**src/rtl/adc_multislope_seq.sv**
```systemverilog
// adc_multislope_seq
// Sequencer for the multi-slope integrating ADC front end. On an accepted
// start it shorts the integrator, runs nosc run-up periods (reference polarity
// chosen from the comparator at each period start, fixed P reference for the
// last FIX_CLKS clocks of each period), then runs a single-slope rundown to
// the comparator zero crossing and reports the raw counts.
//
// Optional feature macro: ADC_RUNDOWN_TIMEOUT_EN
//   defined     : rundown aborts with err=1 once count_rundown hits RUNDOWN_MAX
//   not defined : rundown waits indefinitely, err stays 0
//
// Ports
//   clk, rst_n     clock, asynchronous active-low reset
//   start          conversion request (sampled in IDLE only)
//   nosc[15:0]     run-up periods per conversion (latched on accepted start)
//   cmpr_in        comparator output, asynchronous to clk
//   mux[2:0]       {sig, n_ref, p_ref} switch controls, 1 = on
//   int_rst        integrator short switch, 1 = shorted
//   cmpr_latch     comparator latch, 0 = transparent, 1 = held
//   busy           high from accepted start until done
//   done           one-cycle pulse, results valid
//   count_p/_n     periods whose variable phase used P / N reference
//   count_rundown  rundown duration in clocks (saturating)
//   rundown_dir    1 = rundown used N reference
//   err            rundown timeout, sticky until next accepted start
module adc_multislope_seq #(
  parameter int unsigned PERIOD_CLKS = 10000,
  parameter int unsigned FIX_CLKS    = 2000,
  parameter int unsigned RESET_CLKS  = 1000,
  parameter int unsigned RUNDOWN_MAX = 65535
) (
  input  logic        clk,
  input  logic        rst_n,
  input  logic        start,
  input  logic [15:0] nosc,
  input  logic        cmpr_in,
  output logic [2:0]  mux,
  output logic        int_rst,
  output logic        cmpr_latch,
  output logic        busy,
  output logic        done,
  output logic [23:0] count_p,
  output logic [23:0] count_n,
  output logic [23:0] count_rundown,
  output logic        rundown_dir,
  output logic        err
);

  localparam int unsigned CNT_MAX = (PERIOD_CLKS > RESET_CLKS) ? PERIOD_CLKS : RESET_CLKS;
  localparam int unsigned CNT_W   = $clog2(CNT_MAX + 1);
  localparam int unsigned RD_FLUSH = 3;

  localparam logic [2:0] MUX_OFF  = 3'b000;
  localparam logic [2:0] MUX_RU_P = 3'b101;
  localparam logic [2:0] MUX_RU_N = 3'b110;
  localparam logic [2:0] MUX_RD_P = 3'b001;
  localparam logic [2:0] MUX_RD_N = 3'b010;
  localparam logic [23:0] CNT_SAT = 24'hFFFFFF;

  typedef enum logic [2:0] {
    S_IDLE,
    S_INTRESET,
    S_RUNUP,
    S_RUNDOWN,
    S_DONE
  } state_t;

  state_t            r_state;
  logic [CNT_W-1:0]  r_cnt;
  logic [15:0]       r_per;
  logic [15:0]       r_nosc;
  logic              r_s1;
  logic              r_s2;
  logic              r_s3;

  logic w_cmp_s;
  logic w_edge;
  logic w_rst_last;
  logic w_per_last;
  logic w_runup_end;
  logic w_new_period;
  logic w_rd_edge;

  // Synchronised comparator level and its edge (flop 2 vs flop 3)
  assign w_cmp_s = r_s2;
  assign w_edge  = r_s2 ^ r_s3;

  // Outputs are registered, so period-start and fix-phase switching is
  // decided one clock early to make mux change exactly at c=0 / c=P-F.
  assign w_rst_last   = (r_state == S_INTRESET) && (r_cnt == CNT_W'(RESET_CLKS - 1));
  assign w_per_last   = (r_state == S_RUNUP) && (r_cnt == CNT_W'(PERIOD_CLKS - 1));
  assign w_runup_end  = w_per_last && (r_per == (r_nosc - 16'd1));
  assign w_new_period = w_rst_last || (w_per_last && !w_runup_end);

  // Edges inside the first clocks of rundown are stale run-up transitions
  assign w_rd_edge = w_edge && (count_rundown >= 24'(RD_FLUSH));

`ifndef ADC_RUNDOWN_TIMEOUT_EN
  logic w_unused_rdmax;
  assign w_unused_rdmax = ^RUNDOWN_MAX;
`endif

  // Sequencer state machine with registered outputs
  always_ff @(posedge clk or negedge rst_n) begin
    if (!rst_n) begin
      r_state       <= S_IDLE;
      r_cnt         <= '0;
      r_per         <= '0;
      r_nosc        <= '0;
      r_s1          <= 1'b0;
      r_s2          <= 1'b0;
      r_s3          <= 1'b0;
      mux           <= MUX_OFF;
      int_rst       <= 1'b0;
      cmpr_latch    <= 1'b1;
      busy          <= 1'b0;
      done          <= 1'b0;
      count_p       <= '0;
      count_n       <= '0;
      count_rundown <= '0;
      rundown_dir   <= 1'b0;
      err           <= 1'b0;
    end else begin
      r_s1 <= cmpr_in;
      r_s2 <= r_s1;
      r_s3 <= r_s2;
      done <= 1'b0;

      case (r_state)
        S_IDLE: begin
          if (start && (nosc != 16'd0)) begin
            r_nosc        <= nosc;
            count_p       <= '0;
            count_n       <= '0;
            count_rundown <= '0;
            rundown_dir   <= 1'b0;
            err           <= 1'b0;
            busy          <= 1'b1;
            int_rst       <= 1'b1;
            cmpr_latch    <= 1'b1;
            mux           <= MUX_OFF;
            r_cnt         <= '0;
            r_state       <= S_INTRESET;
          end
        end

        S_INTRESET: begin
          if (w_rst_last) begin
            int_rst    <= 1'b0;
            cmpr_latch <= 1'b0;
            r_cnt      <= '0;
            r_per      <= '0;
            r_state    <= S_RUNUP;
          end else begin
            r_cnt <= r_cnt + CNT_W'(1);
          end
        end

        S_RUNUP: begin
          if (w_per_last) begin
            r_cnt <= '0;
            if (w_runup_end) begin
              rundown_dir   <= w_cmp_s;
              mux           <= w_cmp_s ? MUX_RD_N : MUX_RD_P;
              count_rundown <= '0;
              r_state       <= S_RUNDOWN;
            end else begin
              r_per <= r_per + 16'd1;
            end
          end else begin
            r_cnt <= r_cnt + CNT_W'(1);
            if (r_cnt == CNT_W'(PERIOD_CLKS - FIX_CLKS - 1)) begin
              mux <= MUX_RU_P;
            end
          end
        end

        S_RUNDOWN: begin
          if (w_rd_edge) begin
            mux        <= MUX_OFF;
            cmpr_latch <= 1'b1;
            busy       <= 1'b0;
            done       <= 1'b1;
            r_state    <= S_DONE;
`ifdef ADC_RUNDOWN_TIMEOUT_EN
          end else if (count_rundown == 24'(RUNDOWN_MAX)) begin
            mux        <= MUX_OFF;
            cmpr_latch <= 1'b1;
            busy       <= 1'b0;
            done       <= 1'b1;
            err        <= 1'b1;
            r_state    <= S_DONE;
`endif
          end else if (count_rundown != CNT_SAT) begin
            count_rundown <= count_rundown + 24'd1;
          end
        end

        S_DONE: begin
          r_state <= S_IDLE;
        end

        default: begin
          r_state <= S_IDLE;
        end
      endcase

      // Variable-phase polarity choice for the period about to start
      if (w_new_period) begin
        if (w_cmp_s) begin
          mux     <= MUX_RU_N;
          count_n <= count_n + 24'd1;
        end else begin
          mux     <= MUX_RU_P;
          count_p <= count_p + 24'd1;
        end
      end
    end
  end

endmodule

```
**config.mk**
```make
export PLATFORM = sky130hd
export DESIGN_NAME = adc_multislope_seq
export DESIGN_NICKNAME = d
export VERILOG_FILES = /design/src/rtl/adc_multislope_seq.sv
export SDC_FILE = /design/constraint.sdc
export NUM_CORES = 1
export LEC_CHECK = 0
export BUFFER_PORTS_ARGS = -buffer_cell sky130_fd_sc_hd__buf_2
export CAP_MARGIN = 5
export CORE_ASPECT_RATIO = 1.75
export CORE_MARGIN = 8
export CORE_UTILIZATION = 35
export DETAILED_ROUTE_END_ITERATION = 16
export PLACE_DENSITY = 0.63
export SLEW_MARGIN = 20
export SYNTH_ARGS = -nofsm -noshare
export SYNTH_HDL_FRONTEND = slang
export SYNTH_SLANG_ARGS = --single-unit
```
**constraint.sdc**
```tcl
create_clock -name clk -period 3.5 [get_ports clk]
set_clock_uncertainty 0.1 [all_clocks]
set_input_delay 0.7 -clock clk [delete_from_list [all_inputs] [get_ports clk]]
set_output_delay 0.7 -clock clk [all_outputs]
set_load 0.01 [all_outputs]
```
==> summary.txt <==
first-pass GRT wire length -> 33.8 mm
sequential share of the synthesized area -> 44.5%
Post-Route WL -> 20.7 mm
Final Hold Vio Count -> 0
drt wl/cell -> 17.2 um
synth top area cells -> dfrtp_1 44%, nand2_1 6.3%, xnor2_1 4.2%, nand3_1 3.7%, o21ai_0 3.7%
DRT Pass-1 Iters -> 5
CP Max Fanout -> 17
Synth Register Bits -> 132
number of antenna diodes -> 0
cts-stage hold buffer count -> 0
Synth Flop Type -> dfrtp_1
placed cell areas -> 8280 um^2
period utilization -> 94.0%
slew margin rel. -> 54.2%
final antenna-violating net count -> 0
share of synthesized flip-flops with an asynchronous set or reset -> 100%
DP HPWL -> 15.5 mm
run status -> finished, final reports clean
drt via density -> 5.55
CTS root buffer -> clkbuf_16
Synth Area in Compound Gates -> 13.4%
final core occ -> 43.0%
VDD IR max -> 293 uV
largest net degree at the start of global routing -> 57
Post-Syn Instances -> 828
Starting Density -> 35.7%
cell taking the most area after synthesis -> dfrtp_1
Setup TNS -> 0 ns
PortBufs -> 99
area fraction of the dominant cell type after synthesis -> 44.1%
vias in the first global route -> 6583
worst path arrival time -> 3.50 ns
total global routing overflow -> 0
CTS Buffer Depth -> 2
Worst R2R End -> r_per[13]
RSZ-0062 raised after global routing -> false
post-CTS resize count -> 0
Setup Crit Path Kind -> reg -> reg
syn_area_per_cell -> 8.98 um^2
cts bufs inserted -> 17
Num Clock Sinks -> 132
Max Cap Viol -> 0
initial antenna violation count -> 0
Final nets -> 962
Final setup viols -> 0
pwr/cell area -> 481 nW/um^2
die footprint -> 26300 um^2
r2r setup slk -> 0.21 ns
area growth from synthesis to layout -> 20.5%
Die Ht -> 209 um
Max Fclk -> 304 MHz
DIE WIDTH -> 126 um
drt drc -> 0
H-tree lvl count -> 4
worst slew pin tran -> 0.681 ns
Leak -> 4.15 nW
Mapped Area -> 7430 um^2
R2R cell count -> 12
min Tclk post-route -> 3.29 ns
Iter 0 DRT Violations -> 395
max-slew violations -> 0
Finished Cell Area -> 8960 um^2
multiplexer area fraction after synthesis -> 3.52%
most frequent cells in the layout -> 131 x dfrtp_1, 124 x nand2_1, 98 x buf_2
RR Startpoint -> r_nosc[0]
Yosys warnings -> 0
Layout fillers -> 2066
synth unique cells -> 72
GRT Util Overall -> 15.9%
critical path launch point type -> flip-flop
main combinational cell family by area after synthesis -> simple AND/OR/NAND/NOR gates
adder-cell area share of the yosys netlist -> 1.01%
Post-Synth XOR/XNOR Area -> 7.42%
worst endpoint required time -> 3.71 ns
Syn Nets -> 854
crit path capture type -> flip-flop
number of synthesized flops with an enable pin -> 0
Simple-Gate Fraction of Synth Area -> 26.8%
Worst Hold Class -> in -> async
setup bufs post-CTS -> 0
clk_lat worst skew -> 0.42 ns
CTS tree -> built
# rows -> 70
Clock transition at path regs -> 0.06 ns
commonest non-fill, non-tap cell in the layout -> dfrtp_1
Vias -> 6667
core footprint -> 20800 um^2
I/O Pins -> 101
Routability Congestion -> 0.860
layout cell share with drive strength beyond 1 -> 18.1%
-- power by group --
| part | internal (mW) | switching, mW | total [mW] |
|---|---|---|---|
| Sequential | 1.64 | 0.164 | 1.81 |
| Combinational | 0.202 | 0.256 | 0.458 |
| Clock | 1.32 | 0.725 | 2.04 |
-- stage by stage --
step / power [mW] / hold slack, ns / setup WS (ns) / instances
2_1_floorplan: 2.08 / 0.231 / 0.523 / 828
3_3_place_gp: 2.28 / 0.287 / 0.122 / 1169
3_5_place_dp: 2.29 / 0.285 / 0.0712 / 1169
4_1_cts: 4.35 / 0.0743 / 0.0536 / 1201
5_1_grt: 4.49 / 0.0951 / 0.0296 / 1201
6_report: 4.31 / 0.0723 / 0.209 / 1201
-- area by class of cell --
| type | instances | area, um^2 | area share (%) |
|---|---|---|---|
| tap | 252 | 315 | 3.52 |
| sequential | 132 | 3300 | 36.9 |
| inverter | 29 | 109 | 1.22 |
| clock buffer | 19 | 453 | 5.06 |
| multi-input combinational | 637 | 3890 | 43.4 |
| clock inverter | 13 | 220 | 2.46 |
| timing repair buffer | 119 | 664 | 7.42 |
-- Yosys cell counts (5+ instances only) --
master / number
nand3_1: 55
nor2b_1: 5
clkbuf_1: 19
o21ai_0: 55
xnor2_1: 36
buf_2: 5
a21oi_1: 10
nand2_1: 124
a31oi_1: 8
and3_1: 34
dfrtp_1: 131
o22ai_1: 5
nor2_1: 69
o211ai_1: 8
and4_1: 7
nand4_1: 27
o31ai_1: 11
xor2_1: 27
nor4_1: 19
ha_1: 6
inv_1: 29
mux2i_1: 25
nor3_1: 30
-- worst max path at each step --
stage / from / end / depth (start not counted)
after global placement: r_nosc[0] / count_p[9] / 11
after detailed placement: r_nosc[0] / count_p[9] / 11
final: r_nosc[0] / r_per[13] / 12
after floorplan: r_nosc[0] / r_per[4] / 13
after global routing: r_nosc[0] / r_per[13] / 12
after CTS: r_nosc[0] / count_p[9] / 11
-- layer usage --
| layer | global-route usage (%) | share of wire, % | routed length [um] | vias up |
|---|---|---|---|---|
| met3 | 3.52 | 4.3 | 879 | 37 |
| met1 | 16.5 | 40 | 8180 | 3281 |
| met2 | 29.7 | 54 | 11100 | 162 |
| met4 | 7.13 | 2.5 | 508 | 0 |
| met5 | 0 | 0 | 0 | - |
| li1 | - | - | - | 3187 |
-- cells by family (layout without fill, tap and decap cells) --
kind of cell | after synthesis | count (layout)
fa+ha+maj | 6 | 6
simple gates | 401 | 401
xor+xnor | 63 | 63
compound gates | 140 | 140
buf+inv | 59 | 180
other cells | 1 | 1
flops | 132 | 132
mux | 26 | 26
-- worst max-delay path, stage by stage, from the launching register on --
cell	delay [ns]
dfrtp_1	0.42
inv_1	0.09
ha_1	0.20
nor2b_2	0.30
a31oi_1	0.13
nor4_1	0.22
nand4_1	0.16
or4_4	0.61
o21ai_4	0.29
buf_4	0.28
a211oi_1	0.12
xnor2_1	0.20
nor2_1	0.05
-- sequential cells by signal, indices dropped and copies added, names as in the netlist, 3 cells and up --
| name | cells |
|---|---|
| count_p | 24 |
| r_per | 16 |
| r_state | 3 |
| count_n | 24 |
| r_cnt | 14 |
| r_nosc | 16 |
| count_rundown | 24 |
| mux | 3 |
Note: power is estimated with default switching activity, not from simulation.
